==> src/rtl/hack_pkg.sv <==
// ============================================================================
// Module      : hack_pkg
// Description : Shared types and instruction field positions for the Hack
//               CPU control block.
// Revision    : 1.0 - initial release
// ============================================================================
`default_nettype none

package hack_pkg;

  typedef enum logic [2:0] {
    S_BOOT   = 3'd0,
    S_FETCH  = 3'd1,
    S_DECODE = 3'd2,
    S_MREAD  = 3'd3,
    S_EXEC   = 3'd4,
    S_MWRITE = 3'd5
  } state_t;

  localparam int c_TYPE_BIT = 15;
  localparam int c_ABIT     = 12;
  localparam int c_CMP_HI   = 11;
  localparam int c_CMP_LO   = 6;
  localparam int c_DST_HI   = 5;
  localparam int c_DST_LO   = 3;
  localparam int c_JMP_HI   = 2;
  localparam int c_JMP_LO   = 0;

  typedef struct packed {
    logic zx;
    logic nx;
    logic zy;
    logic ny;
    logic f;
    logic no;
  } alu_ctrl_t;

  function automatic alu_ctrl_t decode_cmp(input logic [15:0] instr);
    return alu_ctrl_t'(instr[c_CMP_HI:c_CMP_LO]);
  endfunction

endpackage

`default_nettype wire

==> src/rtl/hack_jump_cond.sv <==
// ============================================================================
// Module      : hack_jump_cond
// Description : Evaluates the Hack jump field against the ALU flags.
// Revision    : 1.0 - initial release
// ============================================================================
`default_nettype none

module hack_jump_cond (
  input  logic [2:0] jmp,
  input  logic       zr,
  input  logic       ng,
  output logic       taken
);

  // jmp[2]=lt, jmp[1]=eq, jmp[0]=gt
  assign taken = (jmp[2] & ng) | (jmp[1] & zr) | (jmp[0] & ~ng & ~zr);

endmodule

`default_nettype wire

==> src/rtl/hack_cpu_ctrl.sv <==
// ============================================================================
// Module      : hack_cpu_ctrl
// Description : Multi-cycle Hack CPU control/datapath feeding an external ALU,
//               with req/ack instruction and data memory sequencing.
// Revision    : 1.0 - initial release
// ============================================================================
`default_nettype none

module hack_cpu_ctrl
  import hack_pkg::*;
(
  input  logic        clk,
  input  logic        reset,
  output logic [14:0] imem_addr,
  output logic        imem_req,
  input  logic        imem_ack,
  input  logic [15:0] imem_data,
  output logic [14:0] dmem_addr,
  output logic        dmem_rd,
  output logic        dmem_wr,
  output logic [15:0] dmem_wdata,
  input  logic [15:0] dmem_rdata,
  input  logic        dmem_ack,
  output logic [15:0] alu_x,
  output logic [15:0] alu_y,
  output logic        alu_zx,
  output logic        alu_nx,
  output logic        alu_zy,
  output logic        alu_ny,
  output logic        alu_f,
  output logic        alu_no,
  input  logic [15:0] alu_out,
  input  logic        alu_zr,
  input  logic        alu_ng,
  output logic        instr_done
);

  state_t      r_state;
  state_t      w_state_nxt;
  logic [15:0] r_a;
  logic [15:0] r_d;
  logic [15:0] r_ir;
  logic [15:0] r_mdr;
  logic [15:0] r_wdata;
  logic [14:0] r_pc;
  logic [14:0] r_waddr;

  logic        w_is_c;
  logic        w_abit;
  logic [2:0]  w_dst;
  logic [2:0]  w_jmp;
  logic        w_taken;
  alu_ctrl_t   w_alu_ctrl;

  assign w_is_c     = r_ir[c_TYPE_BIT];
  assign w_abit     = r_ir[c_ABIT];
  assign w_dst      = r_ir[c_DST_HI:c_DST_LO];
  assign w_jmp      = r_ir[c_JMP_HI:c_JMP_LO];
  assign w_alu_ctrl = decode_cmp(r_ir);

  hack_jump_cond u_jump_cond (
    .jmp   (w_jmp),
    .zr    (alu_zr),
    .ng    (alu_ng),
    .taken (w_taken)
  );

  always_ff @(posedge clk or posedge reset) begin
    if (reset) begin
      r_state <= S_BOOT;
    end else begin
      r_state <= w_state_nxt;
    end
  end

  always_comb begin
    w_state_nxt = r_state;
    instr_done  = 1'b0;
    case (r_state)
      S_BOOT: begin
        w_state_nxt = S_FETCH;
      end
      S_FETCH: begin
        if (imem_ack) begin
          w_state_nxt = S_DECODE;
        end
      end
      S_DECODE: begin
        if (!w_is_c) begin
          instr_done  = 1'b1;
          w_state_nxt = S_FETCH;
        end else if (w_abit) begin
          w_state_nxt = S_MREAD;
        end else begin
          w_state_nxt = S_EXEC;
        end
      end
      S_MREAD: begin
        if (dmem_ack) begin
          w_state_nxt = S_EXEC;
        end
      end
      S_EXEC: begin
        if (w_dst[0]) begin
          w_state_nxt = S_MWRITE;
        end else begin
          instr_done  = 1'b1;
          w_state_nxt = S_FETCH;
        end
      end
      S_MWRITE: begin
        if (dmem_ack) begin
          instr_done  = 1'b1;
          w_state_nxt = S_FETCH;
        end
      end
      default: begin
        w_state_nxt = S_BOOT;
      end
    endcase
  end

  // The jump target and write address use A before this cycle's d1 update,
  // which non-blocking assignment gives us for free.
  always_ff @(posedge clk or posedge reset) begin
    if (reset) begin
      r_a     <= 16'h0000;
      r_d     <= 16'h0000;
      r_ir    <= 16'h0000;
      r_mdr   <= 16'h0000;
      r_wdata <= 16'h0000;
      r_pc    <= 15'h0000;
      r_waddr <= 15'h0000;
    end else begin
      case (r_state)
        S_FETCH: begin
          if (imem_ack) begin
            r_ir <= imem_data;
          end
        end
        S_DECODE: begin
          if (!w_is_c) begin
            r_a  <= {1'b0, r_ir[14:0]};
            r_pc <= r_pc + 15'd1;
          end
        end
        S_MREAD: begin
          if (dmem_ack) begin
            r_mdr <= dmem_rdata;
          end
        end
        S_EXEC: begin
          if (w_dst[2]) begin
            r_a <= alu_out;
          end
          if (w_dst[1]) begin
            r_d <= alu_out;
          end
          if (w_dst[0]) begin
            r_waddr <= r_a[14:0];
            r_wdata <= alu_out;
          end
          r_pc <= w_taken ? r_a[14:0] : (r_pc + 15'd1);
        end
        default: begin
        end
      endcase
    end
  end

  // All memory-side outputs decode from registered state only.
  assign imem_addr  = r_pc;
  assign imem_req   = (r_state == S_FETCH);
  assign dmem_rd    = (r_state == S_MREAD);
  assign dmem_wr    = (r_state == S_MWRITE);
  assign dmem_addr  = dmem_rd ? r_a[14:0] : (dmem_wr ? r_waddr : 15'h0000);
  assign dmem_wdata = dmem_wr ? r_wdata : 16'h0000;

  assign alu_x  = r_d;
  assign alu_y  = w_abit ? r_mdr : r_a;
  assign alu_zx = w_alu_ctrl.zx;
  assign alu_nx = w_alu_ctrl.nx;
  assign alu_zy = w_alu_ctrl.zy;
  assign alu_ny = w_alu_ctrl.ny;
  assign alu_f  = w_alu_ctrl.f;
  assign alu_no = w_alu_ctrl.no;

endmodule

`default_nettype wire

==> config.mk <==
export PLATFORM = sky130hd
export DESIGN_NAME = hack_cpu_ctrl
export DESIGN_NICKNAME = d
export VERILOG_FILES = /design/src/rtl/hack_pkg.sv /design/src/rtl/hack_jump_cond.sv /design/src/rtl/hack_cpu_ctrl.sv
export SDC_FILE = /design/constraint.sdc
export NUM_CORES = 1
export LEC_CHECK = 0
export ABC_AREA = 1
export CAP_MARGIN = 20
export CORE_MARGIN = 5
export CORE_UTILIZATION = 40
export CTS_CLUSTER_DIAMETER = 120
export CTS_CLUSTER_SIZE = 40
export DETAILED_ROUTE_END_ITERATION = 8
export PLACE_DENSITY = 0.74
export SLEW_MARGIN = 15
export SYNTH_ARGS = -nofsm -noshare
export SYNTH_HDL_FRONTEND = slang
export SYNTH_SLANG_ARGS = --single-unit
==> constraint.sdc <==
create_clock -name clk -period 4.8 [get_ports clk]
set_input_delay 0.96 -clock clk [delete_from_list [all_inputs] [get_ports clk]]
set_output_delay 0.96 -clock clk [all_outputs]
set_load 0.01 [all_outputs]
==> metrics.csv <==
metric,value,unit
outcome,"finished, final reports clean",
Max-Cap Viols,0,
antenna cells,0,
clk_skew,0.00622,ns
Tmin final,3.80,ns
first-pass GRT wire length,24000,um
gr usage total,0.185,
Synth area leader,dfrtp_1,
period utilization,0.791,
cell chain of the critical path,"inv_2, nor2_2, inv_2, o221ai_1, clkdlybuf4s50_1",
hold crit path type,reg -> reg,
"Top FF cell, synth",dfrtp_1,
GP Congestion,0.808,
postcts setup bufs,0,
slew margin rel.,0.337,
cell seen most often among critical-path stages,inv_2,
Routed WL per cell,15.4,um
maximum VDD drop,303,uV
CTS Hold Bufs,0,
synthesis-to-layout area growth,35.2,%
DRT antenna net count,0,
# setup viols final,0,
dpl hpwl,11100,um
Mapped Area,5740,um^2
DP Area,7180,um^2
largest net degree at the start of global routing,64,
Die ar.,16900,um^2
final core utilization,0.555,
reg2reg path depth,6,
WS Path Type,reg -> out,
r2r endpoint,r_wdata[9],
Starting Density,0.410,
CTS buffer count,17,
Cell Pwr Density,687,nW/um^2
Synth top area share,0.492,
initial antenna violation count,0,
CTS Sinks,113,
Worst-Skew Late Latency,0.42,ns
WHS Endpoint,r_waddr[8],
# fillers,1288,
Pleak,3.70,nW
Top delay family on crit path,buffers and inverters,
CP startpoint kind,flop,
# DRC,0,
fin area,7760,um^2
measured slew at the worst slew-check pin,0.995,ns
# port buffers,141,
Layout Nets,852,
required time of the worst setup path,3.84,ns
async set or reset register ratio after synthesis,1.00,
Seq. cell area,2830,um^2
CTS tree,yes,
vias in the first global route,4488,
Final Worst Setup Slack,1.00,ns
Switching Fraction,0.374,
"count leader, synth",nand2_1,
Reg-to-Reg Start,r_state[0],
"reg-to-reg slack, setup",2.79,ns
final hold vios,0,
post-CTS resize count,0,
row count,43,
"Power, Total",0.00534,W
Mapped Nets,719,
synth unique cells,32,
Area contributors post-synth,"dfrtp_1, nand2_1, o21ai_0",
Hold Crit Depth,2,
core area,14000,um^2
H-tree depth,4,
Yosys reg bits,113,
"Reg clk slew, reported paths",0.05,ns
slowest CP cell,nor2_2,
combinational power share,0.435,
commonest cells in the netlist,"nand2_1, dfrtp_1, inv_1",
Sw Pwr,0.00199,W
Vias,4744,
register area share after synthesis,0.492,
layout cells sized above 1,0.141,
synthesized area per cell,8.65,um^2
multi-input logic area,2390,um^2
Seq pwr share,0.335,
drt total wl,15200,um
Int Pwr,0.00334,W
WP buf/inv,3,
fin. max-slew vios,0,
chip width,130,um
total gr overflow,0,
Post-synth EDFFs,0,
crit-path max FO,18,
Synth Instances,664,
YS warnings,0,
element type at the critical path end,primary output,
unrepaired setup endpoints after global routing,no,
Clock power frac,0.230,
hold_sp,r_waddr[8],
Max Fclk,263,MHz
WP data arrival,2.84,ns
Die Y,130,um
Max stage delay on crit path,0.63,ns
I/O pin count,142,
Starting DRT DRC Count,356,
DRT Pass-1 Iters,5,
clock root buffer master,clkbuf_16,
setup TNS,0,ns
Max Root-Sink Buffers,2,
Place WS,1.44,ns
DR vias/cell,4.79,
-- kinds of logic after synthesis --
group | count (synthesis) | share of synthesized area
DFF | 113 | 0.492
and+or+nand+nor | 283 | 0.224
xor gates and xnor gates | 3 | 0.00458
AOI/OAI and AO/OA | 124 | 0.119
buffers and inverters | 111 | 0.0920
muxes | 29 | 0.0660
adders and majority gates | 1 | 0.00218
-- through the flow --
step,hold WS [ns],std cells
finish,0.489,990
global route,0.508,990
CTS,0.491,990
detailed placement,0.477,958
global placement,0.468,958
floorplan,0.452,664
-- worst reg2reg max path, cell delays in order (launching register included) --
cell and delay (ns):
dfrtp_1 0.43, inv_2 0.13, nand3_4 0.31, inv_4 0.33
nand2_4 0.38, nand2_1 0.22, o21ai_1 0.08
-- flip-flops by register name, summed over array words and instances, names as in the netlist --
signal	count
r_mdr	16
r_waddr	15
imem_addr	15
alu_x	16
r_a	16
r_ir	16
r_state	3
r_wdata	16
-- metal layers --
metal / up-vias / global-route usage / share of wire
met5: - / 0 / 0
met4: 0 / 0.0630 / 0.016
met3: 24 / 0.0577 / 0.065
met2: 133 / 0.299 / 0.48
met1: 2194 / 0.236 / 0.44
li1: 2393 / - / -
-- power by group through the flow --
stage / logic [W] / clock network (W) / registers, W
floorplan: 0.00135 / 0 / 0.00175
CTS: 0.00235 / 0.00124 / 0.00178
finish: 0.00232 / 0.00123 / 0.00179
global route: 0.00254 / 0.00129 / 0.00186
global placement: 0.00231 / 0 / 0.00178
detailed placement: 0.00234 / 0 / 0.00179
-- worst max path at each step --
stage / from / to / slack, ns / cells after the start
2_1_floorplan: reset / alu_x[0] / 0.85 / 1
6_report: r_state[2] / instr_done / 1.00 / 5
3_5_place_dp: dmem_ack / instr_done / 1.44 / 4
3_3_place_gp: dmem_ack / instr_done / 1.41 / 4
5_1_grt: r_state[2] / instr_done / 0.83 / 5
4_1_cts: r_state[2] / instr_done / 1.02 / 5
-- area by class of cell --
class | count | share of cell area
sequential | 113 | 0.364
multi-input combinational | 440 | 0.308
timing repair buffer | 143 | 0.184
clock buffer | 18 | 0.0566
inverter | 82 | 0.0403
tap | 180 | 0.0290
clock inverter | 14 | 0.0181
-- layout by cell type (no fill, tap or decap), types with 3 or more instances in the layout --
cell / n
nand2_1: 171
clkdlybuf4s50_1: 141
dfrtp_1: 113
inv_1: 75
o21ai_0: 60
o21ai_1: 44
nand3_1: 39
nor2_1: 35
clkbuf_16: 17
nor2_2: 16
mux2_2: 15
mux2_4: 14
a21oi_2: 14
nand2_4: 7
nand4_1: 6
inv_2: 5
clkinv_2: 5
clkinvlp_4: 5
a21oi_1: 3
Power figures use the tool's default switching activity.
